==> src/rtl/shift_word_rx_if.sv <==
// Bus bundle for shift_word_rx: serial input side plus the valid/ready parallel output.
interface shift_word_rx_if #(
   parameter int unsigned WIDTH = 4
);
   logic             sdata_i;
   logic             svalid_i;
   logic             sframe_i;
   logic             pready_i;
   logic [WIDTH-1:0] pdata_o;
   logic             pvalid_o;
   logic             overrun_o;
   logic             frame_err_o;
   logic             busy_o;

   modport master (
      output sdata_i, svalid_i, sframe_i, pready_i,
      input  pdata_o, pvalid_o, overrun_o, frame_err_o, busy_o
   );

   modport slave (
      input  sdata_i, svalid_i, sframe_i, pready_i,
      output pdata_o, pvalid_o, overrun_o, frame_err_o, busy_o
   );
endinterface

==> src/rtl/shift_word_rx.sv <==
// Serial-to-parallel receiver: frames words on sframe_i, assembles WIDTH bits in
// either order, and holds each finished word in a single-entry valid/ready register.
module shift_word_rx #(
   parameter int unsigned WIDTH     = 4,
   parameter bit          MSB_FIRST = 1'b1
) (
   input logic           clk,
   input logic           rst,
   shift_word_rx_if.slave bus
);

   localparam int unsigned CW = $clog2(WIDTH + 1);

   typedef enum logic {
      IDLE,
      SHIFT
   } state_t;

   state_t           state_q, state_d;
   logic [CW-1:0]    bitcnt_q, bitcnt_d;
   logic [WIDTH-1:0] shifter_q, shifter_d;
   logic [WIDTH-1:0] pdata_q, pdata_d;
   logic             pvalid_q, pvalid_d;
   logic             overrun_q, overrun_d;
   logic             frame_err_q, frame_err_d;
   logic             out_free;
   logic [WIDTH-1:0] word_next;

   function automatic logic [WIDTH-1:0] shift_in(input logic [WIDTH-1:0] cur, input logic b);
      if (MSB_FIRST) return {cur[WIDTH-2:0], b};
      else           return {b, cur[WIDTH-1:1]};
   endfunction

   always_ff @(posedge clk) begin
      if (rst) begin
         state_q     <= IDLE;
         bitcnt_q    <= '0;
         shifter_q   <= '0;
         pdata_q     <= '0;
         pvalid_q    <= 1'b0;
         overrun_q   <= 1'b0;
         frame_err_q <= 1'b0;
      end else begin
         state_q     <= state_d;
         bitcnt_q    <= bitcnt_d;
         shifter_q   <= shifter_d;
         pdata_q     <= pdata_d;
         pvalid_q    <= pvalid_d;
         overrun_q   <= overrun_d;
         frame_err_q <= frame_err_d;
      end
   end

   always_comb begin
      state_d     = state_q;
      bitcnt_d    = bitcnt_q;
      shifter_d   = shifter_q;
      pdata_d     = pdata_q;
      pvalid_d    = pvalid_q;
      overrun_d   = 1'b0;
      frame_err_d = 1'b0;
      out_free    = !pvalid_q || bus.pready_i;
      word_next   = shift_in(shifter_q, bus.sdata_i);

      if (pvalid_q && bus.pready_i) pvalid_d = 1'b0;

      if (bus.svalid_i) begin
         unique case (state_q)
            IDLE: begin
               if (bus.sframe_i) begin
                  shifter_d = shift_in('0, bus.sdata_i);
                  bitcnt_d  = CW'(1);
                  state_d   = SHIFT;
               end
            end
            SHIFT: begin
               if (bus.sframe_i) begin
                  // A frame strobe mid-word restarts assembly with this bit as bit 0.
                  frame_err_d = 1'b1;
                  shifter_d   = shift_in('0, bus.sdata_i);
                  bitcnt_d    = CW'(1);
               end else if (bitcnt_q == CW'(WIDTH - 1)) begin
                  shifter_d = word_next;
                  bitcnt_d  = '0;
                  state_d   = IDLE;
                  if (out_free) begin
                     pdata_d  = word_next;
                     pvalid_d = 1'b1;
                  end else begin
                     overrun_d = 1'b1;
                  end
               end else begin
                  shifter_d = word_next;
                  bitcnt_d  = bitcnt_q + CW'(1);
               end
            end
            default: state_d = IDLE;
         endcase
      end
   end

   assign bus.pdata_o     = pdata_q;
   assign bus.pvalid_o    = pvalid_q;
   assign bus.overrun_o   = overrun_q;
   assign bus.frame_err_o = frame_err_q;
   assign bus.busy_o      = (state_q == SHIFT);

endmodule

==> src/flat_wrapper.sv <==
// flat-port wrapper written by rule: the top's interface ports become plain ports
module shift_word_rx_flat 
#(
   parameter int unsigned WIDTH     = 4,
   parameter bit          MSB_FIRST = 1'b1
)
  (clk, rst, bus_sdata_i, bus_svalid_i, bus_sframe_i, bus_pready_i, bus_pdata_o, bus_pvalid_o, bus_overrun_o, bus_frame_err_o, bus_busy_o);
  shift_word_rx_if #(.WIDTH(WIDTH)) bus_i ();
  input logic clk;
  input logic rst;
  input wire logic [$bits(bus_i.sdata_i)-1:0] bus_sdata_i;
  input wire logic [$bits(bus_i.svalid_i)-1:0] bus_svalid_i;
  input wire logic [$bits(bus_i.sframe_i)-1:0] bus_sframe_i;
  input wire logic [$bits(bus_i.pready_i)-1:0] bus_pready_i;
  output wire logic [$bits(bus_i.pdata_o)-1:0] bus_pdata_o;
  output wire logic [$bits(bus_i.pvalid_o)-1:0] bus_pvalid_o;
  output wire logic [$bits(bus_i.overrun_o)-1:0] bus_overrun_o;
  output wire logic [$bits(bus_i.frame_err_o)-1:0] bus_frame_err_o;
  output wire logic [$bits(bus_i.busy_o)-1:0] bus_busy_o;
  assign bus_i.sdata_i = bus_sdata_i;
  assign bus_i.svalid_i = bus_svalid_i;
  assign bus_i.sframe_i = bus_sframe_i;
  assign bus_i.pready_i = bus_pready_i;
  assign bus_pdata_o = bus_i.pdata_o;
  assign bus_pvalid_o = bus_i.pvalid_o;
  assign bus_overrun_o = bus_i.overrun_o;
  assign bus_frame_err_o = bus_i.frame_err_o;
  assign bus_busy_o = bus_i.busy_o;
  shift_word_rx #(.WIDTH(WIDTH), .MSB_FIRST(MSB_FIRST)) u_core (.clk(clk), .rst(rst), .bus(bus_i));
endmodule
==> config.mk <==
export PLATFORM = sky130hd
export DESIGN_NAME = shift_word_rx_flat
export DESIGN_NICKNAME = d
export VERILOG_FILES = /design/src/rtl/shift_word_rx_if.sv /design/src/rtl/shift_word_rx.sv /design/src/flat_wrapper.sv
export SDC_FILE = /design/constraint.sdc
export NUM_CORES = 1
export LEC_CHECK = 0
export ABC_AREA = 1
export BUFFER_PORTS_ARGS = -buffer_cell sky130_fd_sc_hd__clkbuf_2
export CORE_AREA = 8 8 45 47
export DETAILED_ROUTE_END_ITERATION = 8
export DIE_AREA = 0 0 53 55
export PLACE_DENSITY = 0.69
export SYNTH_ARGS = -nofsm -noshare
export SYNTH_HDL_FRONTEND = slang
export SYNTH_SLANG_ARGS = --single-unit
==> constraint.sdc <==
create_clock -name clk -period 2.8 [get_ports clk]
set_input_delay 0.14 -clock clk [delete_from_list [all_inputs] [get_ports clk]]
set_output_delay 0.14 -clock clk [all_outputs]
set_load 0.01 [all_outputs]
==> results.md <==
* Boundary pin count at 14
* Max clock buf depth at 2
* Cell Rows at 14
* Hpwl dp at 878 um
* Root buf cell: clkbuf_4
* CP required at 3.03 ns
* Post-Synthesis Cell Area at 605.6 um^2
* Grt ovf at 0
* Gpl congestion at 0.7964
* Antenna violations before repair at 0
* CP most frequent cell: inv_1
* Drt drc at 0
* Crit path arrival time at 1.46 ns
* Yosys warns at 0
* Nets at 105
* PD cells at 527.6 mW/mm^2
* Syn Inst Count at 81
* 1st-pass router iterations at 4
* Worst path max stage delay at 0.36 ns
* Seq cells post-synth at 14
* Clock net sink count at 14
* Vert. Die Dim at 55 um
* Vias per cell at 4.478
* CTS Buf Count at 3
* Max_cap viols at 0
* RSZ-0062 raised after global routing: false
* IO Port Bufs at 13
* Post-CTS sizing at 0
* Average cell area after synthesis at 7.476 um^2
* Skew-Pair Late Insertion Delay at 0.29 ns
* Final Slew Violations at 0
* Fin Setup TNS at 0 ns
* Worst-Margin Slew at 0.3296 ns
* CP cell instances: ha_1 > inv_1 > nor2_2 > nand3_4 > nand2_1 > inv_1 > nor2_1
* Fin Hold WS at 0.09160 ns
* Critical path's slowest cell: dfxtp_1
* Crit path launch type: flip-flop
* Tcrit/Tclk final at 43.88%
* Worst hold path startpoint: bus_svalid_i
* Setup CP Type: flip-flop to flip-flop
* Vias in the first global route at 472
* Starting Density at 43.76%
* Global-route wire length before repair at 2028 um
* Final clock skew at 0.003445 ns
* Minimum clock period at 1.229 ns
* CTS tree: built
* All-layer global routing usage at 9.654%
* Pin count of the biggest net entering global routing at 10
* Antenna Nets Post-Route at 0
* Max_slew headroom at 78.00%
* Final WL at 1123 um
* Diode count at 0
* Syn nets at 88
* Count of cell types in the netlist at 18
* Share of post-route cells with drive strength above 1 at 22.68%
* Via count at 506
* WL/cell at 9.938 um
* Leakage at 0.0003432 uW
* CORE AREA at 0.001384 mm^2
* CP endpoint kind: flip-flop
* Die W at 53 um
* Hold Path Class: input port to flip-flop
* Status: finished, final reports clean
* Final hold viol count at 0
* Post-CTS Setup Repair Bufs at 0
* DR iter-0 viols at 2
* Sequential area share after synthesis at 46.28%
* Setup Viol. Count Final at 0
* H-tree Lvls at 1
* Cts hold-fix bufs at 0
* Largest fanout on the critical path at 7
* Reg2reg start: u_core.bitcnt_q[0]
* CP startpoint: u_core.bitcnt_q[0]
* Clock-pin slew on the worst setup and hold paths at 0.09 ns
* F_max at 0.8140 GHz
* Full die area at 0.002915 mm^2
* Peak supply drop at 0.2540 mV
* Area grow syn2layout at 19.21%
## cell families after synthesis
family | synth area share, %
adder cells (fa/ha/maj) | 2.066
flip-flops | 46.28
buffers and inverters | 11.98
AND/OR/NAND/NOR | 31.61
AO/OA/AOI/OAI | 8.057
## report_power, final
part           leakage [uW]  switching (uW)  total, uW  internal [uW]
Combinational      0.000209            17.0       26.4           9.42
Clock             0.0000210            68.5        148           79.3
Sequential         0.000114            3.41        207            203
## flip-flops by register name, summed over array words and instances, names as in the netlist
register and flops:
u_core.bus.overrun_o 1, u_core.bus.frame_err_o 1, u_core.bus.busy_o 1, u_core.bus.pdata_o 4
u_core.bitcnt_q 3, u_core.bus.pvalid_o 1, u_core.shifter_q 3
## critical path: cells and delay by family (launching register included)
| kind | cells | cell delay (ns) |
|---|---|---|
| simple gates | 4 | 0.55 |
| flops | 1 | 0.36 |
| fa+ha+maj | 1 | 0.18 |
| buf+inv | 2 | 0.08 |
## layout make-up
cell class | count | area (um^2)
Fill cell | 146 | 661.9
Sequential cell | 14 | 280.3
Multi-Input combinational cell | 48 | 252.7
Inverter | 18 | 67.56
Timing Repair Buffer | 13 | 65.06
Clock buffer | 4 | 36.28
Tap cell | 16 | 20.02
## through the flow
stage	cell area [um^2]	util (%)	setup slack, ns	instances	total power (uW)
final	721.9	52.17	1.571	113	380.9
after global routing	721.9	52.17	1.424	113	399.9
after CTS	721.9	52.17	1.548	113	386.2
after detailed placement	685.7	49.55	1.582	109	238.0
after global placement	685.7	49.55	1.629	109	237.4
after floorplan	605.6	-	1.695	81	228.2
## routing by layer
layer	share of wire (%)	GRT usage, %	vias to the layer above
li1	-	-	286
met1	44	10.60	207
met2	46	14.45	8
met3	5.7	2.406	5
met4	4.2	10.34	0
met5	0	0	-
## cells in the final DEF, fill, tap and decap left out, types with 2 or more instances in the layout
cell type	count
dfxtp_1	14
inv_1	17
clkbuf_4	3
a31oi_1	2
nor2_1	7
nand3_1	2
nand2_1	20
nand4_1	4
a21oi_1	5
clkbuf_2	13
## synth_stat cells
cell type	number	share of area (%)
nand3_1	2	1.7
nand3_4	1	2.9
dfxtp_1	14	46
nor2_2	1	1.0
o22ai_1	1	1.0
nor2_8	1	3.3
nand2_1	20	12
nor3_1	1	0.83
nor2_1	7	4.3
inv_1	17	11
buf_2	1	0.83
a31oi_1	2	2.1
inv_2	1	0.62
nand4_1	4	4.1
o21ai_1	1	0.83
ha_1	1	2.1
a21oi_1	5	4.1
nand2_2	1	1.0
## path summary, 6_finish.rpt
check	end	slack, ns	cells past startpoint
max	u_core.bus.pdata_o[1]	1.57	7
min	u_core.bitcnt_q[2]	0.09	2
max reg2reg	u_core.bus.pdata_o[1]	1.57	7
min reg2reg	u_core.bitcnt_q[2]	0.48	2
(Power assumes the default switching activity.)
